<file path="src/rtl/fifo_wr_arbiter_if.sv">
// -----------------------------------------------------------------------------
// fifo_wr_arbiter_if
//   Bundles the producer-side valid/ready/data signals and the FIFO write-port
//   signals shared between the write arbiter and its environment.
//
//   Signals
//     req_valid  NREQ         per-producer data valid
//     req_data   NREQ*DWIDTH  producer i data at [i*DWIDTH +: DWIDTH]
//     req_ready  NREQ         per-producer beat accepted this cycle
//     fifo_full  1            FIFO full flag
//     fifo_din   DWIDTH       FIFO write data
//     fifo_w_en  1            FIFO write enable
//     gnt        NREQ         one-hot current grant, zero when idle
//     busy       1            a grant is held
//
//   Modports
//     master  environment side (producers + FIFO)
//     slave   arbiter side
// -----------------------------------------------------------------------------
interface fifo_wr_arbiter_if #(
    parameter int NREQ   = 4,
    parameter int DWIDTH = 8
);
    logic [NREQ-1:0]        req_valid;
    logic [NREQ*DWIDTH-1:0] req_data;
    logic [NREQ-1:0]        req_ready;
    logic                   fifo_full;
    logic [DWIDTH-1:0]      fifo_din;
    logic                   fifo_w_en;
    logic [NREQ-1:0]        gnt;
    logic                   busy;

    modport master (
        output req_valid, req_data, fifo_full,
        input  req_ready, fifo_din, fifo_w_en, gnt, busy
    );

    modport slave (
        input  req_valid, req_data, fifo_full,
        output req_ready, fifo_din, fifo_w_en, gnt, busy
    );
endinterface

</file>
<file path="src/rtl/fifo_wr_arbiter.sv">
// -----------------------------------------------------------------------------
// fifo_wr_arbiter
//   Round-robin arbiter that shares the single write port of a synchronous FIFO
//   among NREQ producers. One producer holds the grant for up to MAXBURST beats,
//   then priority rotates to the next index. Because the FIFO writes on w_en
//   regardless of full, this block never asserts fifo_w_en while fifo_full.
//
//   Ports
//     clk        rising-edge clock
//     rst        synchronous active-high reset
//     bus        fifo_wr_arbiter_if.slave (producer handshakes + FIFO write port)
//     stall_cnt  16-bit saturating count of full stalls   (ARB_STATS_EN only)
//     beat_total 16-bit saturating count of FIFO writes   (ARB_STATS_EN only)
//
//   Optional feature macro: ARB_STATS_EN
// -----------------------------------------------------------------------------
module fifo_wr_arbiter #(
    parameter int NREQ     = 4,
    parameter int DWIDTH   = 8,
    parameter int MAXBURST = 4
) (
    input  logic             clk,
    input  logic             rst,
    fifo_wr_arbiter_if.slave bus
`ifdef ARB_STATS_EN
    ,
    output logic [15:0]      stall_cnt,
    output logic [15:0]      beat_total
`endif
);
    localparam int IDXW = $clog2(NREQ);
    localparam int CNTW = $clog2(MAXBURST + 1);
    localparam logic [IDXW-1:0] LAST_IDX  = IDXW'(NREQ - 1);
    localparam logic [CNTW-1:0] LAST_BEAT = CNTW'(MAXBURST - 1);

    typedef enum logic {
        ST_IDLE,
        ST_GRANT
    } state_t;

    state_t            state_q;
    logic [IDXW-1:0]   rr_ptr_q;
    logic [IDXW-1:0]   gnt_idx_q;
    logic [CNTW-1:0]   beat_cnt_q;
    logic [NREQ-1:0]   gnt_q;
    logic              busy_q;

    logic              pick_found;
    logic [IDXW-1:0]   pick_idx;
    logic [IDXW-1:0]   cand;
    logic              valid_g;
    logic              beat;
    logic [DWIDTH-1:0] sel_data;

    // Rotating-priority search starting at rr_ptr_q.
    // NOTE: every always_comb output gets a default on entry so no path leaves
    // it unassigned; otherwise synthesis infers a latch.
    always_comb begin
        pick_found = 1'b0;
        pick_idx   = rr_ptr_q;
        cand       = rr_ptr_q;
        for (int k = 0; k < NREQ; k++) begin
            cand = IDXW'((int'(rr_ptr_q) + k) % NREQ);
            if (!pick_found && bus.req_valid[cand]) begin
                pick_found = 1'b1;
                pick_idx   = cand;
            end
        end
    end

    // Beat is combinational so the producer sees ready in the same cycle it
    // drives valid; rst suppresses it so no write escapes in the reset cycle.
    assign valid_g = bus.req_valid[gnt_idx_q];
    assign beat    = (state_q == ST_GRANT) && valid_g && !bus.fifo_full && !rst;

    always_comb begin
        sel_data = '0;
        for (int i = 0; i < NREQ; i++) begin
            if (gnt_idx_q == IDXW'(i)) sel_data = bus.req_data[i*DWIDTH +: DWIDTH];
        end
    end

    always_comb begin
        bus.req_ready = '0;
        for (int i = 0; i < NREQ; i++) begin
            bus.req_ready[i] = beat && (gnt_idx_q == IDXW'(i));
        end
    end

    assign bus.fifo_w_en = beat;
    assign bus.fifo_din  = (busy_q && !rst) ? sel_data : '0;
    assign bus.gnt       = gnt_q;
    assign bus.busy      = busy_q;

    // NOTE: sequential state uses non-blocking assignments so every register
    // samples pre-edge values regardless of statement order.
    always_ff @(posedge clk) begin
        if (rst) begin
            state_q    <= ST_IDLE;
            rr_ptr_q   <= '0;
            gnt_idx_q  <= '0;
            beat_cnt_q <= '0;
            gnt_q      <= '0;
            busy_q     <= 1'b0;
        end else begin
            unique case (state_q)
                ST_IDLE: begin
                    if (pick_found) begin
                        state_q    <= ST_GRANT;
                        gnt_idx_q  <= pick_idx;
                        gnt_q      <= {{(NREQ-1){1'b0}}, 1'b1} << pick_idx;
                        busy_q     <= 1'b1;
                        beat_cnt_q <= '0;
                    end
                end
                ST_GRANT: begin
                    // Release on a withdrawn valid or on the last beat of the
                    // burst; a full stall leaves everything untouched.
                    if (!valid_g || (beat && beat_cnt_q == LAST_BEAT)) begin
                        state_q    <= ST_IDLE;
                        gnt_q      <= '0;
                        busy_q     <= 1'b0;
                        beat_cnt_q <= '0;
                        rr_ptr_q   <= (gnt_idx_q == LAST_IDX) ? '0 : gnt_idx_q + 1'b1;
                    end else if (beat) begin
                        beat_cnt_q <= beat_cnt_q + 1'b1;
                    end
                end
                default: state_q <= ST_IDLE;
            endcase
        end
    end

`ifdef ARB_STATS_EN
    logic [15:0] stall_cnt_q;
    logic [15:0] beat_total_q;
    logic        stall;

    assign stall = (state_q == ST_GRANT) && valid_g && bus.fifo_full;

    // Saturating counters: they stick at all-ones rather than wrap.
    always_ff @(posedge clk) begin
        if (rst) begin
            stall_cnt_q  <= '0;
            beat_total_q <= '0;
        end else begin
            if (stall && stall_cnt_q != 16'hFFFF) stall_cnt_q <= stall_cnt_q + 16'd1;
            if (beat && beat_total_q != 16'hFFFF) beat_total_q <= beat_total_q + 16'd1;
        end
    end

    assign stall_cnt  = stall_cnt_q;
    assign beat_total = beat_total_q;
`endif
endmodule
</file>
<file path="src/flat_wrapper.sv">
// flat-port wrapper written by rule: the top's interface ports become plain ports
module fifo_wr_arbiter_flat 
#(
    parameter int NREQ     = 4,
    parameter int DWIDTH   = 8,
    parameter int MAXBURST = 4
)
  (clk, rst, bus_req_valid, bus_req_data, bus_fifo_full, bus_req_ready, bus_fifo_din, bus_fifo_w_en, bus_gnt, bus_busy);
  fifo_wr_arbiter_if #(.NREQ(NREQ), .DWIDTH(DWIDTH)) bus_i ();
  input  logic clk;
  input  logic rst;
  input wire logic [$bits(bus_i.req_valid)-1:0] bus_req_valid;
  input wire logic [$bits(bus_i.req_data)-1:0] bus_req_data;
  input wire logic [$bits(bus_i.fifo_full)-1:0] bus_fifo_full;
  output wire logic [$bits(bus_i.req_ready)-1:0] bus_req_ready;
  output wire logic [$bits(bus_i.fifo_din)-1:0] bus_fifo_din;
  output wire logic [$bits(bus_i.fifo_w_en)-1:0] bus_fifo_w_en;
  output wire logic [$bits(bus_i.gnt)-1:0] bus_gnt;
  output wire logic [$bits(bus_i.busy)-1:0] bus_busy;
  assign bus_i.req_valid = bus_req_valid;
  assign bus_i.req_data = bus_req_data;
  assign bus_i.fifo_full = bus_fifo_full;
  assign bus_req_ready = bus_i.req_ready;
  assign bus_fifo_din = bus_i.fifo_din;
  assign bus_fifo_w_en = bus_i.fifo_w_en;
  assign bus_gnt = bus_i.gnt;
  assign bus_busy = bus_i.busy;
  fifo_wr_arbiter #(.NREQ(NREQ), .DWIDTH(DWIDTH), .MAXBURST(MAXBURST)) u_core (.clk(clk), .rst(rst), .bus(bus_i));
endmodule
</file>
<file path="config.mk">
export PLATFORM = sky130hd
export DESIGN_NAME = fifo_wr_arbiter_flat
export DESIGN_NICKNAME = d
export VERILOG_FILES = /design/src/rtl/fifo_wr_arbiter_if.sv /design/src/rtl/fifo_wr_arbiter.sv /design/src/flat_wrapper.sv
export SDC_FILE = /design/constraint.sdc
export NUM_CORES = 1
export LEC_CHECK = 0
export CAP_MARGIN = 20
export CELL_PAD_IN_SITES_DETAIL_PLACEMENT = 0
export CELL_PAD_IN_SITES_GLOBAL_PLACEMENT = 1
export CORE_MARGIN = 4
export CORE_UTILIZATION = 31
export CTS_BUF_LIST = sky130_fd_sc_hd__clkbuf_4
export DETAILED_ROUTE_END_ITERATION = 8
export PLACE_DENSITY_LB_ADDON = 0.1
export SLEW_MARGIN = 15
export SYNTH_ARGS = -nofsm -noshare
export SYNTH_HDL_FRONTEND = slang
export SYNTH_SLANG_ARGS = --single-unit
</file>
<file path="constraint.sdc">
create_clock -name clk -period 4.3 [get_ports clk]
set_input_delay 0.645 -clock clk [delete_from_list [all_inputs] [get_ports clk]]
set_output_delay 0.645 -clock clk [all_outputs]
set_load 0.01 [all_outputs]
</file>
==> impl_results.md, run 1 <==
- Gate power share: 41.6%
- Post-synthesis register bit count: 13
- Outcome: completed
- Startpoint Class: input pin
- Hold WC Path Type: flip-flop to flip-flop
- Initial core utilization: 32.8%
- RePlAce Congestion: 0.791
- HPWL Detailed: 2680 um
- Netlist Area Pre-Place: 0.00112 sq mm
- Synth area leader: dfxtp_1
- CP Capture Type: output pin
- Core box area: 0.00342 sq mm
- Clk_lat worst skew: 0.28 ns
- Tcrit/Tclk final: 79.1%
- Largest net degree at the start of global routing: 19
- Drt first pass iters: 4
- Post-synthesis cell type count: 39
- Switch share: 31.4%
- Max-slew headroom: 57.9%
- Synth Flop Type: dfxtp_1
- Clock sinks: 13
- Post-synth top area share: 23.2%
- Fmax: 294 MHz
- Hold Vio Cnt, Final: 0
- Tightest Pin Transition: 0.631 ns
- CTS-repair resized insts: 0
- CP max FO: 7
- Reg-to-reg setup timing slack: 2.43 ns
- WHS: 0.471 ns
- Drt first-iter violations: 48
- VDD IR max: 0.000163 V
- Worst setup path class: input pin to output pin
- Hold_sp: u_core.bus.gnt[3]$_SDFFE_PP0P_
- Unrepaired setup endpoints after global routing: false
- Power per Cell Area: 219 mW/mm^2
- Final setup violation count: 0
- Placement Cell Area: 0.00171 sq mm
- Yosys Warn Count: 0
- Sum Neg Setup Slack: 0 ns
- DR vias/cell: 5.28
- Layout cells sized above 1: 6.22%
- MaxCap Viol Count: 0
- H-tree levels: 1
- DIE AREA: 0.00464 sq mm
- Pleak: 0.650 nW
- CTS Hold Bufs: 0
- Synthesis-to-finish area growth: 55.1%
- Final nets: 239
- Switch Pwr: 0.000120 W
- Sequential Power Share: 35.9%
- # IOs: 57
- Internal power: 0.000261 W
- R2R depth: 6
- Hold endpoint: u_core.bus.gnt[3]$_SDFFE_PP0P_
- Vias in the first global route: 1175
- Routed vias: 1261
- Finished Core Util: 50.8%
- Seq/Total Area, Yosys: 23.2%
- Gr ovfl total: 0
- PortBufs: 56
- Die height: 68.1 um
- Max Slew Vio Count: 0
- First-pass GRT wire length: 5250 um
- GRT Total Usage: 14.9%
- Post-synth ARST share: 0%
- Antenna Violating Nets Remaining: 0
- WHS Path Cells: 1
- Worst EP required: 3.65 ns
- Top post-synthesis cells by area: dfxtp_1, ha_1, a211o_1
- Top post-synthesis cells by count: a21oi_1, inv_1, dfxtp_1, nand2_1, nor2b_1
- DRC errors left: 0
- WL/cell: 14.3 um
- Worst-path clk slew: 0.08 ns
- Overall Power: 0.000381 W
- Syn Area/Cell: 7.94 sq um
- Initial antenna violation count: 0
- Die width: 68.1 um
- TritonCTS clock tree: yes
- Final instance area: 0.00174 sq mm
- RR Startpoint: u_core.beat_cnt_q[0]$_SDFFE_PP0P_
- Post-CTS setup buffers: 0
- Final min period: 3.40 ns
- # diodes: 0
- Deepest clock path buffer count: 2
- Clock skew: 0.00252 ns
- Floorplan row count: 21
- Clock group share of total power: 22.4%
- Syn Nets: 186
- Cells after synthesis: 141
- Clk root buf: clkbuf_4
- Drt total wl: 3420 um
- Post-synth EDFFs: 0
- Reg2reg end: u_core.rr_ptr_q[1]$_SDFFE_PP0P_
- Num CTS Buffers: 3
- Critical path data arrival time: 2.75 ns
==> layout by cell type, fill, tap and decap left out, drive strengths merged, types with 2 or more instances in the layout <==
cell type and instances:
clkdlybuf4s50 56, a21oi 16, inv 14, nand2 13
dfxtp 13, nor2b 10, a221oi 8, a211o 8
nor2 6, ha 6, a32o 5, and2 4
clkbuf 4, nand3 3, nand2b 2, nor3 2
o21ai 2, nand4 2, or2 2
==> critical path: stages <==
cell,delay (ns)
clkdlybuf4s50_1,0.61
mux4_2,0.39
nor4b_4,0.39
and2_1,0.19
clkdlybuf4s50_1,0.53
==> through the flow <==
| step | instances | setup WS (ns) |
|---|---|---|
| 3_5_place_dp | 235 | 0.888 |
| 4_1_cts | 239 | 0.891 |
| 6_report | 239 | 0.900 |
| 2_1_floorplan | 141 | 2.06 |
| 3_3_place_gp | 235 | 0.951 |
| 5_1_grt | 239 | 0.770 |
==> flip-flops by register name, indices dropped and copies added, names as in the netlist <==
| register | count |
|---|---|
| u_core.bus.gnt | 4 |
| u_core.state_q | 1 |
| u_core.bus.busy | 1 |
| u_core.gnt_idx_q | 2 |
| u_core.beat_cnt_q | 3 |
| u_core.rr_ptr_q | 2 |
==> logic make-up after synthesis <==
group | share of synthesized area (%)
AOI/OAI and AO/OA | 35.1
and+or+nand+nor | 24.6
buffers and inverters | 7.49
DFF | 23.2
adders and majority gates | 6.70
muxes | 2.90
==> power by group through the flow <==
stage / registers [W] / clock network, W / logic [W]
finish: 0.000137 / 0.0000855 / 0.000159
floorplan: 0.000140 / 0 / 0.0000836
global placement: 0.000140 / 0 / 0.000157
CTS: 0.000137 / 0.0000876 / 0.000160
detailed placement: 0.000140 / 0 / 0.000159
global route: 0.000138 / 0.0000952 / 0.000174
==> how the worst max path moves through the flow <==
stage	startpoint	cells past startpoint	endpoint	slack (ns)
2_1_floorplan	u_core.gnt_idx_q[0]$_SDFFE_PP0P_	7	bus_fifo_din[6]	2.06
3_3_place_gp	bus_req_valid[0]	5	bus_req_ready[2]	0.95
3_5_place_dp	bus_req_valid[1]	5	bus_req_ready[2]	0.89
4_1_cts	bus_req_valid[1]	5	bus_req_ready[2]	0.89
5_1_grt	bus_req_valid[3]	5	bus_req_ready[2]	0.77
6_report	bus_req_valid[1]	5	bus_req_ready[2]	0.90
==> area by class of cell <==
class                      count  area, sq um
sequential                    13          260
fill                         336         1680
timing repair buffer          56          561
multi-input combinational    106          776
inverter                      14         52.6
clock buffer                   4         30.0
tap                           46         57.6
==> routing by layer <==
metal	global-route usage [%]	vias up	wire length, um
met1	16.9	582	1410
met3	3.94	6	313
li1	-	625	-
met4	6.45	0	51
met5	0	-	0
met2	25.9	48	1640
Power figures use the tool's default switching activity.
==> run 2: changes to the inputs <==
CORE_UTILIZATION = 26   (was 31)
clock period = 3 ns   (was 4.3 ns; I/O delays follow)
==> run 2 against run 1 <==
Die area is 17% higher. Clock-buffer cell count stayed put. Worst setup slack worse by 0.70 ns. Final area is 3.5% higher. Sequential cell count stayed put. Critical endpoint is now bus_req_ready[3].
==> impl_results.md, run 2 (synthesized netlist as in run 1, its figures left out) <==
- MaxCap Viol Count: 0
- Num CTS Buffers: 3
- Routed vias: 1265
- Clk_lat worst skew: 0.27 ns
- DR vias/cell: 5.10
- Filler cell count: 405
- Gr ovfl total: 0
- WL/cell: 14.1 um
- Worst EP required: 2.55 ns
- Largest net degree at the start of global routing: 19
- Synthesis-to-finish area growth: 60.4%
- CP Capture Type: output pin
- Pleak: 0.672 nW
- R2R depth: 5
- Hold endpoint: u_core.beat_cnt_q[2]$_SDFFE_PP0P_
- Hold Vio Cnt, Final: 0
- Critical path data arrival time: 2.35 ns
- WHS Path Cells: 1
- Reg-to-reg setup timing slack: 1.13 ns
- Clk root buf: clkbuf_4
- Most common cell after layout, fill and taps aside: clkdlybuf4s50_1
- Initial antenna violation count: 0
- RR Startpoint: u_core.gnt_idx_q[0]$_SDFFE_PP0P_
- Final min period: 2.80 ns
- Worst setup path class: input pin to output pin
- Pre-CTS setup slack: 0.167 ns
- Final setup violation count: 0
- HPWL Detailed: 2720 um
- DIE AREA: 0.00542 sq mm
- Clock skew: 0.00634 ns
- Die width: 73.6 um
- Core box area: 0.00409 sq mm
- Deepest clock path buffer count: 2
- RePlAce Congestion: 0.828
- Sum Neg Setup Slack: 0 ns
- # IOs: 57
- Floorplan row count: 23
- CP max FO: 7
- H-tree levels: 1
- Hold_sp: u_core.beat_cnt_q[2]$_SDFFE_PP0P_
- Clock sinks: 13
- Max Slew Vio Count: 0
- Vias in the first global route: 1226
- Unrepaired setup endpoints after global routing: false
- Drt total wl: 3490 um
- Power per Cell Area: 308 mW/mm^2
- Tightest Pin Transition: 0.625 ns
- Startpoint Class: input pin
- Final nets: 244
- Reg2reg end: u_core.rr_ptr_q[1]$_SDFFE_PP0P_
- Fmax: 357 MHz
- CTS Hold Bufs: 0
- PortBufs: 56
- Number of flip-flops in the largest register: 4
- Die height: 73.6 um
- Finished Core Util: 44.0%
- Max-slew headroom: 58.4%
- Layout cells sized above 1: 10.1%
- Initial core utilization: 27.4%
- Post-CTS setup buffers: 0
- Drt first-iter violations: 30
- DRC errors left: 0
- First-pass GRT wire length: 5620 um
- Drt first pass iters: 5
- Antenna Violating Nets Remaining: 0
- Commonest non-fill, non-tap cells in the layout: clkdlybuf4s50_1, inv_1, a21oi_1, nand2_1, dfxtp_1
- # diodes: 0
- TritonCTS clock tree: yes
- Final Worst Setup Slack: 0.201 ns
- Hold WC Path Type: flip-flop to flip-flop
- VDD IR max: 0.000221 V
- Worst-path clk slew: 0.08 ns
- GRT Total Usage: 13.0%
- Outcome: completed
- Tcrit/Tclk final: 93.3%
run 2: changes by cell type in the layout (fill, tap and decap cells not counted):
| cell | before | now |
|---|---|---|
| buf_4 | 0 | 5 |
| ha_1 | 6 | 3 |
| ha_2 | 0 | 2 |
| ha_4 | 0 | 1 |
run 2: worst max-delay path, stage by stage:
cell             delay (ns)
clkdlybuf4s50_1        0.54
mux4_2                 0.30
nor4b_4                0.35
and2_1                 0.18
clkdlybuf4s50_1        0.53
run 2: power by group:
| group | internal, W | switching (W) | total, W |
|---|---|---|---|
| combinational | 0.000138 | 0.0000999 | 0.000238 |
| clock | 0.0000605 | 0.0000566 | 0.000117 |
| sequential | 0.000184 | 0.0000134 | 0.000197 |
| total | 0.000383 | 0.000170 | 0.000553 |
run 2: metrics by stage:
stage	instances	hold slack [ns]	area, sq um	total power [W]
finish	248	0.472	1800	0.000553
global route	248	0.497	1800	0.000595
CTS	248	0.480	1780	0.000556
detailed placement	244	0.457	1750	0.000436
global placement	244	0.449	1750	0.000433
floorplan	141	0.432	1120	0.000320
run 2: per-layer routing:
layer  share of wire (%)  wire [um]  up-vias  global-route usage, %
li1                    -          -      633                      -
met1                  45       1560      574                   15.9
met2                  45       1570       54                   22.9
met3                 9.4        328        4                   3.01
met4                0.80         28        0                   3.22
met5                   0          0        -                      0
run 2: worst max-delay path by stage:
stage	from	end	slack [ns]	cells past startpoint
finish	bus_req_valid[2]	bus_req_ready[3]	0.20	5
global placement	bus_req_valid[2]	bus_req_ready[3]	0.20	5
CTS	u_core.gnt_idx_q[0]$_SDFFE_PP0P_	bus_fifo_din[4]	0.05	6
global route	bus_req_valid[2]	bus_req_ready[0]	0.03	5
detailed placement	bus_req_valid[2]	bus_req_ready[3]	0.17	5
floorplan	u_core.gnt_idx_q[0]$_SDFFE_PP0P_	bus_fifo_din[6]	0.95	7
run 2: timing repair:
| action | CTS | global route |
|---|---|---|
| setup endpoints to repair | 2 | 8 |
| resized for setup | 1 | 3 |
| hold endpoints to repair | 0 | 0 |
run 2: layout make-up:
type | instances | area [sq um] | share of cell area [%]
multi-input cells | 106 | 793 | 44.2
repair buffers | 61 | 598 | 33.3
flip-flops and latches | 13 | 260 | 14.5
well taps | 50 | 62.6 | 3.48
inverters | 14 | 52.6 | 2.92
clock buffers | 4 | 30.0 | 1.67
==> run 3: changes to the inputs <==
SKIP_CTS_REPAIR_TIMING = 1   (was unset)
==> results of run 3 <==
The final DEF is identical to that of run 2; final timing and power are the same.
